===== config.mk =====
export PLATFORM = sky130hd
export DESIGN_NAME = regfile_param
export DESIGN_NICKNAME = d
export VERILOG_FILES = /design/src/rtl/regfile_pkg.sv /design/src/rtl/regfile_scoreboard.sv /design/src/rtl/regfile_param.sv
export SDC_FILE = /design/constraint.sdc
export NUM_CORES = 2
export LEC_CHECK = 0
export BUFFER_PORTS_ARGS = -buffer_cell sky130_fd_sc_hd__buf_4
export CAP_MARGIN = 20
export CORE_MARGIN = 4
export CORE_UTILIZATION = 50
export CTS_BUF_LIST = sky130_fd_sc_hd__clkbuf_8 sky130_fd_sc_hd__clkbuf_16
export CTS_CLUSTER_SIZE = 25
export DETAILED_ROUTE_END_ITERATION = 10
export GPL_TIMING_DRIVEN = 0
export PLACE_DENSITY = 0.66
export SLEW_MARGIN = 10
export SYNTH_ARGS = -nofsm -noshare
export SYNTH_HDL_FRONTEND = slang
export SYNTH_SLANG_ARGS = --single-unit

===== constraint.sdc =====
create_clock -name clk_i -period 5.6 [get_ports clk_i]
set_input_delay 0.84 -clock clk_i [delete_from_list [all_inputs] [get_ports clk_i]]
set_output_delay 0.84 -clock clk_i [all_outputs]
set_load 0.005 [all_outputs]

===== src/rtl/regfile_pkg.sv =====
// Shared types and defaults for the parametrised register file.
//   rf_state_t : clear-sweep / run state of the top-level sequencer
//   Def*       : default parameter values used by regfile_param
//   rf_addr_w  : address width needed to index n registers
package regfile_pkg;

  typedef enum logic [0:0] {
    StClear,
    StRun
  } rf_state_t;

  localparam int unsigned DefDataW   = 64;
  localparam int unsigned DefNumRegs = 32;
  localparam int unsigned DefZeroIdx = 31;
  localparam int unsigned DefSpIdx   = 21;
  localparam logic [63:0] DefSpInit  = 64'h1000;

  function automatic int unsigned rf_addr_w(input int unsigned n);
    return $clog2(n);
  endfunction

endpackage


===== src/rtl/regfile_scoreboard.sv =====
// Pending-write scoreboard: one bit per register.
//   clr_all_i            : clears every bit (highest priority)
//   set_i / set_addr_i   : marks a register pending (wins over a same-cycle clear)
//   clr_i / clr_addr_i   : retires a pending write
//   q_addr_*_i/pend_*_o  : two query ports; out-of-range addresses read 0
// Strobes arrive pre-qualified (busy, zero register and range already filtered).
module regfile_scoreboard
  import regfile_pkg::*;
#(
  parameter int unsigned NUM_REGS = DefNumRegs,
  parameter int unsigned ADDR_W   = rf_addr_w(NUM_REGS)
) (
  input  logic              clk_i,
  input  logic              rst_ni,
  input  logic              clr_all_i,
  input  logic              set_i,
  input  logic [ADDR_W-1:0] set_addr_i,
  input  logic              clr_i,
  input  logic [ADDR_W-1:0] clr_addr_i,
  input  logic [ADDR_W-1:0] q_addr_a_i,
  input  logic [ADDR_W-1:0] q_addr_b_i,
  output logic              pend_a_o,
  output logic              pend_b_o
);

  logic [NUM_REGS-1:0] pend_q, pend_d;

  always_comb begin
    pend_d = pend_q;
    for (int unsigned i = 0; i < NUM_REGS; i++) begin
      if (clr_i && clr_addr_i == ADDR_W'(i)) pend_d[i] = 1'b0;
      if (set_i && set_addr_i == ADDR_W'(i)) pend_d[i] = 1'b1;
    end
    if (clr_all_i) pend_d = '0;
  end

  always_ff @(posedge clk_i or negedge rst_ni) begin
    if (!rst_ni) begin
      pend_q <= '0;
    end else begin
      pend_q <= pend_d;
    end
  end

  assign pend_a_o = (32'(q_addr_a_i) < NUM_REGS) ? pend_q[q_addr_a_i] : 1'b0;
  assign pend_b_o = (32'(q_addr_b_i) < NUM_REGS) ? pend_q[q_addr_b_i] : 1'b0;

endmodule


===== src/rtl/regfile_param.sv =====
// Parametrised register file: 2 async read ports, 1 sync write port, pending-write
// scoreboard and a clear sequencer that sweeps every register after reset or clr_req_i.
//   rd_addr_*_i / rd_data_*_o : combinational reads (0 for zero reg, out of range, busy)
//   pend_*_o                  : outstanding-write flag for the read addresses
//   wr_en_i/wr_addr_i/wr_data_i : writeback port
//   sb_set_i/sb_addr_i        : issue-time scoreboard set
//   clr_req_i                 : start a full clear sweep (ignored while sweeping)
//   busy_o                    : sweep in progress, pipeline must stall
// Optional: define REGFILE_BYPASS_EN to forward same-cycle writes to the read ports.
module regfile_param
  import regfile_pkg::*;
#(
  parameter int unsigned           DATA_W   = DefDataW,
  parameter int unsigned           NUM_REGS = DefNumRegs,
  parameter int unsigned           ZERO_IDX = DefZeroIdx,
  parameter int unsigned           SP_IDX   = DefSpIdx,
  parameter logic [DATA_W-1:0]     SP_INIT  = DATA_W'(DefSpInit),
  localparam int unsigned          ADDR_W   = rf_addr_w(NUM_REGS)
) (
  input  logic              clk_i,
  input  logic              rst_ni,
  input  logic [ADDR_W-1:0] rd_addr_a_i,
  input  logic [ADDR_W-1:0] rd_addr_b_i,
  output logic [DATA_W-1:0] rd_data_a_o,
  output logic [DATA_W-1:0] rd_data_b_o,
  output logic              pend_a_o,
  output logic              pend_b_o,
  input  logic              wr_en_i,
  input  logic [ADDR_W-1:0] wr_addr_i,
  input  logic [DATA_W-1:0] wr_data_i,
  input  logic              sb_set_i,
  input  logic [ADDR_W-1:0] sb_addr_i,
  input  logic              clr_req_i,
  output logic              busy_o
);

  rf_state_t         state_q, state_d;
  logic [ADDR_W-1:0] idx_q, idx_d;
  logic [DATA_W-1:0] regs_q [NUM_REGS];

  logic              busy, wr_valid, set_valid, clr_all;
  logic              arr_we;
  logic [ADDR_W-1:0] arr_waddr;
  logic [DATA_W-1:0] arr_wdata;
  logic              sb_pend_a, sb_pend_b;
  logic              hit_a, hit_b, fwd_clr_a, fwd_clr_b;

  function automatic logic addr_ok(input logic [ADDR_W-1:0] addr);
    return (32'(addr) < NUM_REGS) && (addr != ADDR_W'(ZERO_IDX));
  endfunction

  assign busy      = (state_q == StClear);
  assign busy_o    = busy;
  assign wr_valid  = wr_en_i & ~busy & addr_ok(wr_addr_i);
  assign set_valid = sb_set_i & ~busy & addr_ok(sb_addr_i);
  assign clr_all   = clr_req_i & ~busy;

  // Sweep sequencer
  always_comb begin
    state_d = state_q;
    idx_d   = idx_q;
    unique case (state_q)
      StClear: begin
        idx_d = idx_q + ADDR_W'(1);
        if (idx_q == ADDR_W'(NUM_REGS - 1)) begin
          state_d = StRun;
          idx_d   = '0;
        end
      end
      StRun: begin
        if (clr_req_i) begin
          state_d = StClear;
          idx_d   = '0;
        end
      end
      default: begin
        state_d = StClear;
        idx_d   = '0;
      end
    endcase
  end

  always_ff @(posedge clk_i or negedge rst_ni) begin
    if (!rst_ni) begin
      state_q <= StClear;
      idx_q   <= '0;
    end else begin
      state_q <= state_d;
      idx_q   <= idx_d;
    end
  end

  // Single array write port shared by the sweep and writeback
  always_comb begin
    arr_we    = busy | wr_valid;
    arr_waddr = busy ? idx_q : wr_addr_i;
    arr_wdata = wr_data_i;
    if (busy) arr_wdata = (idx_q == ADDR_W'(SP_IDX)) ? SP_INIT : '0;
  end

  // Contents deliberately not reset; the sweep initialises them.
  always_ff @(posedge clk_i) begin
    if (arr_we) regs_q[arr_waddr] <= arr_wdata;
  end

`ifdef REGFILE_BYPASS_EN
  assign hit_a     = wr_valid && (wr_addr_i == rd_addr_a_i);
  assign hit_b     = wr_valid && (wr_addr_i == rd_addr_b_i);
  // A retiring write hides the pending bit unless the same register is re-issued now
  assign fwd_clr_a = hit_a && !(set_valid && (sb_addr_i == rd_addr_a_i));
  assign fwd_clr_b = hit_b && !(set_valid && (sb_addr_i == rd_addr_b_i));
`else
  assign hit_a     = 1'b0;
  assign hit_b     = 1'b0;
  assign fwd_clr_a = 1'b0;
  assign fwd_clr_b = 1'b0;
`endif

  always_comb begin
    rd_data_a_o = '0;
    rd_data_b_o = '0;
    if (!busy && addr_ok(rd_addr_a_i)) rd_data_a_o = hit_a ? wr_data_i : regs_q[rd_addr_a_i];
    if (!busy && addr_ok(rd_addr_b_i)) rd_data_b_o = hit_b ? wr_data_i : regs_q[rd_addr_b_i];
  end

  regfile_scoreboard #(
    .NUM_REGS (NUM_REGS),
    .ADDR_W   (ADDR_W)
  ) u_scoreboard (
    .clk_i      (clk_i),
    .rst_ni     (rst_ni),
    .clr_all_i  (clr_all),
    .set_i      (set_valid),
    .set_addr_i (sb_addr_i),
    .clr_i      (wr_valid),
    .clr_addr_i (wr_addr_i),
    .q_addr_a_i (rd_addr_a_i),
    .q_addr_b_i (rd_addr_b_i),
    .pend_a_o   (sb_pend_a),
    .pend_b_o   (sb_pend_b)
  );

  assign pend_a_o = sb_pend_a & ~busy & ~fwd_clr_a;
  assign pend_b_o = sb_pend_b & ~busy & ~fwd_clr_b;

endmodule


==> run summary <==
status - complete, but fails checks
violated checks - negative setup slack
die area - 200,000 sq um
setup violators final - 1
Tmin final - 5.61 ns
Leak - 36.9 nW
clock-pin slew on the worst setup and hold paths - 0.07 ns
number of synthesized flops with an enable pin - 2,048
clk sinks - 2,086
worst-margin pin slew - 1.16 ns
Core ar. - 191,000 sq um
Placer Congestion - 0.869
fmax - 0.178 GHz
synthesized flop and latch total - 2,086
HPWL after DPL - 217,000 um
number of CTS-inserted buffers - 215
Congestion Overflow GR - 0
pin count of the biggest net entering global routing - 39
starting density of the core - 0.505
worst path arrival time - 4.77 ns
CTS tree - done
worst rel slew slack - 0.207
Post-Layout Cell Count - 8,308
I/O Buffers - 212
Die Wd - 447 um
Core Util, Final - 0.584
mean area per synthesized cell - 19.2 sq um
top-area cell type share of the netlist area - 0.637
FFs w/ async S/R, synth - 0.0182
latest clock arrival within the worst-skew pair - 0.87 ns
initial DRC count - 7,777
Tcrit/Tclk final - 1.00
crit path kind - primary input to primary output
Final Hold Viols - 0
top cells by area, synth - edfxtp_1 (64%), mux4_2 (18%), mux2i_1 (5.4%)
RSZ-0062 raised after global routing - false
WHS Path Cells - 2
DP Worst Slack - -0.0816 ns
critical path launch point type - primary input
Layout area overhead - 15.5%
max-cap viol count - 0
critical path required time - 4.76 ns
Post-Route WL - 303,000 um
top post-synthesis cells by count - edfxtp_1 (2,048), mux4_2 (780), mux2i_1 (525)
Avg WL per Cell - 36.5 um
Clock Path Buffers - 3
Mapped Area - 96,500 sq um
I/O pins - 220
Core Rows - 160
# DRC - 0
Pre-antenna DRT Iters - 6
Mapped Cells - 5,013
final worst slack - -0.0109 ns
H-Tree Depth - 4
vias per cell - 7.03
number of global-route vias before repair - 59,364
GRT Total Usage - 0.302
count of different cell masters after synthesis - 50
placed insts - 7,841
most common cell in the netlist - edfxtp_1
nets - 5,682
Slew Viols, Final - 0
total number of yosys warnings - 0
worst min path class - primary input to flop
CP Capture Type - primary output
R2R cell count - 8
clock tree root buffer cell - clkbuf_16
peak fanout along the critical path - 10
Top FF cell, synth - edfxtp_1
clock skew - 0.0406 ns
DRT antenna net count - 0
area leader, netlist - edfxtp_1
Power Density - 373 nW/um^2
part of the Yosys area used for sequential elements - 0.647
initial antenna violation count - 24
vias post-DR - 58,411
peak supply drop - 295 uV
first-pass GRT wire length - 430,000 um
layout cells sized above 1 - 0.305
Syn Nets - 5,105
Die Ht - 447 um
cells by family after synthesis:
family	count (synthesis)	share of synthesized area
DFF	2086	0.647
and+or+nand+nor	198	0.0105
buffers and inverters	433	0.0238
AOI/OAI and AO/OA	985	0.0812
muxes	1306	0.237
xor gates and xnor gates	2	0.000182
adders and majority gates	3	0.000389
placed cells by master (no fill, tap or decap), drive strengths merged, types with 131 or more instances in the layout:
cell type     n
mux2i       525
a22o        131
mux4        780
o22ai       131
buf         568
clkbuf      436
a21oi       160
edfxtp     2048
worst paths after layout:
| kind | startpoint | end | slack [ns] |
|---|---|---|---|
| worst max-delay path | rd_addr_b_i[1] | rd_data_b_o[6] | -0.01 |
| worst min-delay path | clr_req_i | idx_q[3] | 0.19 |
| worst max register to register | state_q | regs_q[6][36] | 1.96 |
| worst min register to register | u_scoreboard.pend_q[8] | u_scoreboard.pend_q[8] | 0.57 |
| max in group asynchronous | rst_ni | u_scoreboard.pend_q[11] | 4.77 |
| min in group asynchronous | rst_ni | idx_q[4] | 0.48 |
registers in the layout, indices dropped and copies added (netlist names):
name and count:
state_q 1, idx_q 5, u_scoreboard.pend_q 32, regs_q 2048
final cells by class:
cell class,count,area [sq um]
Antenna cell,27,67.6
Sequential cell,2086,62400
Buffer,430,2300
Inverter,3,11.3
Clock inverter,181,1560
Clock buffer,216,5410
Tap cell,2511,3140
Fill cell,14115,79500
Timing Repair Buffer,360,4490
Multi-Input combinational cell,2494,32000
worst max-delay path, stage by stage:
cell and delay, ns:
buf_2 0.22, nor2_1 0.47, buf_2 0.50, clkbuf_2 0.58, buf_16 0.25, clkbuf_1 0.51
a22oi_1 0.30, a211oi_1 0.81, buf_4 0.24
routing by layer:
metal,vias up,track usage,wire (um)
met1,31102,0.403,113000
met3,619,0.0639,29800
met5,-,0,42
met2,3516,0.486,147000
li1,23168,-,-
met4,6,0.129,13600
stage by stage:
stage / hold slack, ns / cell area, sq um / total power [mW] / TNS (ns)
2_1_floorplan: 0.486 / 96500 / 24.5 / 0
3_3_place_gp: 0.535 / 101000 / 27.0 / -6179.89
3_5_place_dp: 0.551 / 104000 / 27.6 / -0.168
4_1_cts: 0.148 / 111000 / 41.6 / 0
5_1_grt: 0.194 / 111000 / 42.9 / 0
6_report: 0.188 / 111000 / 41.6 / -0.0109
timing repair:
action / 4_1_cts / 5_1_grt
hold endpoints to repair: 38 / 0
endpoints found under the setup margin: 2 / 5
setup buffers: 4 / 0
gates resized for setup: 2 / 5
hold buffers: 1 / 0
pin swaps: 1 / 0
power breakdown:
| part | switching, mW | total, mW | internal (mW) |
|---|---|---|---|
| logic | 4.24 | 7.11 | 2.87 |
| clock network | 6.22 | 14.2 | 7.94 |
| registers | 0.786 | 20.4 | 19.6 |
Note: power is estimated with default switching activity, not from simulation.
